$ cat src/rtl/lcb_pkg.sv
// lcb_pkg: shared state encodings and frame constants for the LCB responder.
package lcb_pkg;
  typedef enum logic [2:0] {IDLE, RXPKT, GAP, GUARD_PRE, TXBYTE, GUARD_POST} lcbState_t;
  typedef enum logic [1:0] {RX_IDLE, RX_START, RX_DATA, RX_STOP} rxState_t;
  localparam logic [7:0] DEF_MY_ADDR = 8'h5A;
  localparam int START_BITS = 1;
  localparam int DATA_BITS = 8;
  localparam int STOP_BITS = 1;
  localparam int FRAME_BITS = START_BITS + DATA_BITS + STOP_BITS;
endpackage

$ cat src/rtl/lcb_rx_byte.sv
// lcb_rx_byte: 8N1 receiver with synchroniser, glitch-rejecting start detect and mid-bit sampling.
module lcb_rx_byte
  import lcb_pkg::*;
#(
  parameter int BAUD_DIV = 16
) (
  input  logic       clk,
  input  logic       rst,
  input  logic       rx,
  input  logic       enable,
  output logic [7:0] rxByte,
  output logic       byteValid,
  output logic       frameErr
);
  localparam logic [15:0] HALF = 16'(BAUD_DIV / 2 - 1);
  localparam logic [15:0] FULL = 16'(BAUD_DIV - 1);
  rxState_t state, nextState;
  logic [2:0] sync;
  logic [15:0] cnt;
  logic [2:0] bitCnt;
  logic rxs, tick;
  assign rxs = sync[1];
  assign tick = cnt == (state == RX_START ? HALF : FULL);
  always_comb begin
    nextState = state;
    if (!enable) nextState = RX_IDLE;
    else case (state)
      RX_IDLE:  nextState = (sync[2] && !rxs) ? RX_START : RX_IDLE;
      RX_START: nextState = !tick ? RX_START : rxs ? RX_IDLE : RX_DATA;
      RX_DATA:  nextState = (tick && bitCnt == 3'(DATA_BITS - 1)) ? RX_STOP : RX_DATA;
      RX_STOP:  nextState = tick ? RX_IDLE : RX_STOP;
      default:  nextState = RX_IDLE;
    endcase
  end
  // sync[1:0] is the synchroniser, sync[2] the previous sample for edge detect
  always_ff @(posedge clk or posedge rst)
    if (rst) begin
      state <= RX_IDLE;
      sync <= '1;
      cnt <= '0;
      bitCnt <= '0;
      rxByte <= '0;
      byteValid <= 1'b0;
      frameErr <= 1'b0;
    end else begin
      state <= nextState;
      sync <= {sync[1:0], rx};
      cnt <= (state == RX_IDLE || tick) ? 16'd0 : cnt + 16'd1;
      bitCnt <= state != RX_DATA ? 3'd0 : bitCnt + 3'(tick);
      if (state == RX_DATA && tick) rxByte <= {rxs, rxByte[7:1]};
      byteValid <= enable && state == RX_STOP && tick && rxs;
      frameErr <= enable && state == RX_STOP && tick && !rxs;
    end
endmodule

$ cat src/rtl/lcb_responder.sv
// lcb_responder: LCB end of the RS485 request/response link; answers matching
// requests with a fixed-length response read from external synchronous memory.
module lcb_responder
  import lcb_pkg::*;
#(
  parameter int         BAUD_DIV     = 16,
  parameter int         REQ_BYTES    = 4,
  parameter int         RESP_BYTES   = 16,
  parameter logic [7:0] MY_ADDR      = DEF_MY_ADDR,
  parameter int         GAP_BITS     = 4,
  parameter int         GUARD_BITS   = 1,
  parameter int         TIMEOUT_BITS = 20
) (
  input  logic       clk,
  input  logic       rst,
  input  logic       rx,
  output logic [8:0] rdAddr,
  input  logic [7:0] rdData,
  output logic       tx,
  output logic       dirTX,
  output logic       dirRX,
  output logic [7:0] oCmd,
  output logic       oReqStrob,
  output logic       busy,
  output logic [7:0] errCnt
);
  localparam logic [15:0] BIT_END = 16'(BAUD_DIV - 1);
  localparam logic [15:0] GAP_END = 16'(GAP_BITS * BAUD_DIV - 1);
  localparam logic [15:0] GUARD_END = 16'(GUARD_BITS * BAUD_DIV - 1);
  localparam logic [15:0] TIMEOUT_END = 16'(TIMEOUT_BITS * BAUD_DIV - 1);
  localparam logic [3:0] LAST_BIT = 4'(FRAME_BITS - 1);
  localparam logic [3:0] LAST_DATA = 4'(START_BITS + DATA_BITS - 1);
  localparam logic [4:0] LAST_IDX = 5'(RESP_BYTES - 1);
  localparam logic [3:0] LAST_REQ = 4'(REQ_BYTES - 1);
  lcbState_t state, nextState;
  logic [15:0] tmr;
  logic [3:0] bitNum, nBytes;
  logic [4:0] idx;
  logic [7:0] dataSr, addrByte, cmdByte, rxByte;
  logic byteValid, frameErr, tmrEnd, lastByte, accept, errInc;
  lcb_rx_byte #(.BAUD_DIV(BAUD_DIV)) uRx (
    .clk(clk), .rst(rst), .rx(rx), .enable(!dirTX && !busy),
    .rxByte(rxByte), .byteValid(byteValid), .frameErr(frameErr)
  );
  assign rdAddr = {oCmd[4:0], idx[3:0]};
  assign dirRX = dirTX;
  assign tmrEnd = tmr == (state == GAP ? GAP_END :
                          state == RXPKT ? TIMEOUT_END :
                          (state == GUARD_PRE || state == GUARD_POST) ? GUARD_END : BIT_END);
  assign lastByte = nBytes == LAST_REQ;
  assign accept = state == RXPKT && byteValid && lastByte && addrByte == MY_ADDR;
  assign errInc = frameErr || (state == RXPKT && !byteValid && tmrEnd);
  always_comb begin
    nextState = state;
    case (state)
      IDLE:       nextState = byteValid ? RXPKT : IDLE;
      RXPKT:      nextState = frameErr ? IDLE :
                              byteValid ? (!lastByte ? RXPKT : addrByte == MY_ADDR ? GAP : IDLE) :
                              tmrEnd ? IDLE : RXPKT;
      GAP:        nextState = tmrEnd ? GUARD_PRE : GAP;
      GUARD_PRE:  nextState = tmrEnd ? TXBYTE : GUARD_PRE;
      TXBYTE:     nextState = (tmrEnd && bitNum == LAST_BIT && idx == LAST_IDX) ? GUARD_POST : TXBYTE;
      GUARD_POST: nextState = tmrEnd ? IDLE : GUARD_POST;
      default:    nextState = IDLE;
    endcase
  end
  always_ff @(posedge clk or posedge rst)
    if (rst) begin
      state <= IDLE;
      tmr <= '0;
      bitNum <= '0;
      nBytes <= '0;
      idx <= '0;
      dataSr <= '0;
      addrByte <= '0;
      cmdByte <= '0;
      tx <= 1'b1;
      dirTX <= 1'b0;
      oCmd <= '0;
      oReqStrob <= 1'b0;
      busy <= 1'b0;
      errCnt <= '0;
    end else begin
      state <= nextState;
      oReqStrob <= accept;
      tmr <= (state == IDLE || state != nextState || tmrEnd || byteValid) ? 16'd0 : tmr + 16'd1;
      if (errInc && errCnt != 8'hFF) errCnt <= errCnt + 8'd1;
      if (byteValid) begin
        nBytes <= state == IDLE ? 4'd1 : nBytes + 4'd1;
        if (state == IDLE) addrByte <= rxByte;
        if (state == RXPKT && nBytes == 4'd1) cmdByte <= rxByte;
      end
      if (accept) begin
        oCmd <= nBytes == 4'd1 ? rxByte : cmdByte;
        busy <= 1'b1;
      end
      if (state == GAP && tmrEnd) begin
        dirTX <= 1'b1;
        idx <= '0;
      end
      if (state == GUARD_PRE && tmrEnd) begin
        tx <= 1'b0;
        bitNum <= '0;
      end
      // idx advances at the start bit; memory data is taken one clk later, before the first data bit
      if (state == TXBYTE) begin
        if (bitNum == 4'd0 && tmr == 16'd1) dataSr <= rdData;
        if (tmrEnd) begin
          bitNum <= bitNum == LAST_BIT ? 4'd0 : bitNum + 4'd1;
          tx <= bitNum == LAST_BIT ? idx == LAST_IDX : bitNum == LAST_DATA ? 1'b1 : dataSr[0];
          if (bitNum < LAST_DATA) dataSr <= dataSr >> 1;
          if (bitNum == LAST_BIT) idx <= idx + 5'd1;
        end
      end
      if (state == GUARD_POST && tmrEnd) begin
        dirTX <= 1'b0;
        busy <= 1'b0;
      end
    end
endmodule

$ cat config.mk
export PLATFORM = sky130hd
export DESIGN_NAME = lcb_responder
export DESIGN_NICKNAME = d
export VERILOG_FILES = /design/src/rtl/lcb_pkg.sv /design/src/rtl/lcb_rx_byte.sv /design/src/rtl/lcb_responder.sv
export SDC_FILE = /design/constraint.sdc
export NUM_CORES = 1
export LEC_CHECK = 0
export ABC_AREA = 1
export CAP_MARGIN = 20
export CORE_MARGIN = 2
export CORE_UTILIZATION = 59
export DETAILED_ROUTE_END_ITERATION = 8
export PLACE_DENSITY = 0.8
export SYNTH_ARGS = -nofsm -noshare
export SYNTH_HDL_FRONTEND = slang
export SYNTH_SLANG_ARGS = --single-unit
export TNS_END_PERCENT = 30
$ cat constraint.sdc
create_clock -name clk -period 4.6 [get_ports clk]
set_input_delay 0.69 -clock clk [delete_from_list [all_inputs] [get_ports clk]]
set_output_delay 0.69 -clock clk [all_outputs]
set_load 0.005 [all_outputs]
==> metrics <==
CTS tree=yes; hold_buf cts=0; Die W=102 µm; Tot Pwr=0.00156 W; P_leak=2.82 nW; nature of the critical path startpoint=register; Slew @ Worst Pin=798 ps; Area Growth Syn to Fin=11.2%; crit path time final=2190 ps; DRC Markers=0; die height=102 µm; worst clock skew=13.0 ps; Mapped Cells=665; post-CTS sizing=0; result of the run=finished, final reports clean; nets=723; critical path fanouts, max=16; RSZ-0062 raised after global routing=no; CTS clk-pin slew, worst paths=100 ps; CP Data Required Time=4890 ps; Placement Rows=35; synthesized area=5620 µm²; first-pass GRT wire length=18300 µm; Worst Path Arrival=2480 ps; CP Capture Type=register; VDD IR-drop max=216 µV; # Post-CTS Setup Buffers=0; synth unique cells=43; Ports=41; grt ovf=0; area of the core=9240 µm²; register area share after synthesis=49.1%; via count=4348; die area=10300 µm²; antenna cell count=0; dpl hpwl=7760 µm; share of cells above drive strength 1=8.38%; Hold Violations, Final=0; Max Fclk=457 MHz; final setup vio count=0; CTS max path bufs=2; Power Dens Cells=249 nW/µm²; number of synthesis warnings=0; clock root cell=clkbuf_8; setup TNS=0 ps; per-cell routed wire length=12.6 µm; Max-Cap Viols=0; DR iter-0 viols=171; largest net degree at the start of global routing=48; Slew Limit Fails=0; vias per inst=5.22; Worst slew margin=46.5%; period utilization=47.6%; kind of critical path=reg2reg; total track usage=22.2%; htree depth=3; CTS Buf Count=9; Synth Register Bits=110; Avg Cell Area, Syn=8.45 µm²; Synthesized Nets=689; clk sinks=110; vias in the first global route=4231; I/O Buffers=40; antenna-violating nets left=0; Skew-Pair Late Insertion Delay=370 ps; Tightest Hold Check Type=reg2reg; initial core utilization=60.8%; initial antenna violation count=0; 1st-pass router iterations=4; routability cong.=0.922; Total Wirelength=10500 µm
placed cells by master (no fill, tap or decap), types with 3 or more instances in the layout:
cell type	netlist	final
nand3b_1	4	4
o31ai_1	3	3
nor4_1	8	8
clkdlybuf4s50_1	0	40
ha_1	13	13
nor2_1	62	62
inv_1	91	90
nand3_2	3	3
buf_4	10	3
dfrtp_1	106	106
clkbuf_8	0	9
nor3_1	14	14
inv_6	0	3
nand2_2	5	5
nand4_1	11	11
nand3_1	35	35
nand2_1	134	134
o21ai_0	68	68
xor2_1	20	20
dfstp_2	4	4
nor2_4	13	13
inv_2	5	5
a21oi_1	20	20
o22ai_1	3	3
stage by stage:
step	cells	cell area (µm²)	setup WS, ps	hold slack, ps	utilization [%]
6_report	833	6250	2410	361	67.6
5_1_grt	833	6250	2200	368	67.6
4_1_cts	833	6250	2400	363	67.6
3_5_place_dp	817	6070	2440	347	65.7
3_3_place_gp	817	6070	2530	346	65.7
2_1_floorplan	665	5620	1010	345	-
power by group:
| part | internal, W | switching [W] |
|---|---|---|
| registers | 0.000971 | 0.00000312 |
| clock network | 0.000207 | 0.000333 |
| logic | 0.0000126 | 0.0000287 |
| total | 0.00119 | 0.000365 |
Yosys cell counts (all sizes together):
cell / n / area share (%)
nand2: 141 / 9.9
dfrtp: 106 / 47
inv: 96 / 6.4
nor2: 78 / 7.6
o21ai: 69 / 6.1
nand3: 38 / 3.7
a21oi: 20 / 1.8
xor2: 20 / 3.1
nor3: 15 / 1.4
buf: 13 / 2.0
ha: 13 / 2.9
nand4: 12 / 1.4
nor4: 8 / 0.89
clkbuf: 7 / 0.49
dfstp: 4 / 1.9
nand3b: 4 / 0.53
o22ai: 3 / 0.33
o31ai: 3 / 0.40
a211oi: 2 / 0.27
clkinv: 2 / 0.16
o211ai: 2 / 0.27
o311ai: 2 / 0.31
xnor2: 2 / 0.31
a31o: 1 / 0.16
a31oi: 1 / 0.11
and2: 1 / 0.11
nor3b: 1 / 0.13
or2: 1 / 0.11
worst paths after layout:
kind	startpoint	to	slack (ps)	cells past startpoint
max	state[0]$_DFF_PP0_	tmr[15]$_DFF_PP0_	2410	7
min	uRx.sync[0]$_DFF_PP1_	uRx.sync[1]$_DFF_PP1_	360	0
max reg2reg	state[0]$_DFF_PP0_	tmr[15]$_DFF_PP0_	2410	7
min reg2reg	uRx.sync[0]$_DFF_PP1_	uRx.sync[1]$_DFF_PP1_	360	0
max in group asynchronous	rst	uRx.sync[2]$_DFF_PP1_	3000	3
min in group asynchronous	rst	uRx.cnt[3]$_DFF_PP0_	730	2
cell type report:
cell class | instances | area (µm²)
timing repair buffer | 43 | 423
fill | 725 | 2990
clock buffer | 10 | 128
clock inverter | 6 | 51.3
inverter | 98 | 372
tap | 129 | 161
multi-input combinational | 437 | 2350
sequential | 110 | 2760
state kept, by name, indices dropped and copies added (netlist names):
name,flops
uRx.bitCnt,3
nBytes,4
oCmd,8
uRx.rxByte,8
dirRX,1
uRx.state,2
idx,5
busy,1
uRx.cnt,16
cmdByte,8
errCnt,8
state,3
tx,1
uRx.sync,3
bitNum,4
addrByte,8
uRx.byteValid,1
dataSr,8
tmr,16
oReqStrob,1
uRx.frameErr,1
layer usage:
layer	track usage, %	share of wire, %	vias up	wire [µm]
li1	-	-	2196	-
met2	37.2	50	85	5200
met5	0	0	-	0
met3	4.49	4.0	14	417
met4	7.38	1.4	0	147
met1	29.0	45	2053	4720
worst max-delay path: stages, from the launching register on:
cell and delay, ps:
dfrtp_1 490, nor3_2 710, inv_2 170, nor2_8 160, nand2_2 80, nand4_2 110, nand2_4 210, nor2_1 170
kinds of logic after synthesis:
kind of cell               synth area share (%)
AOI/OAI and AO/OA                          9.78
xor gates and xnor gates                   3.43
adders and majority gates                  2.89
buffers and inverters                      9.04
DFF                                        49.1
and+or+nand+nor                            25.8
Power figures use the tool's default switching activity.
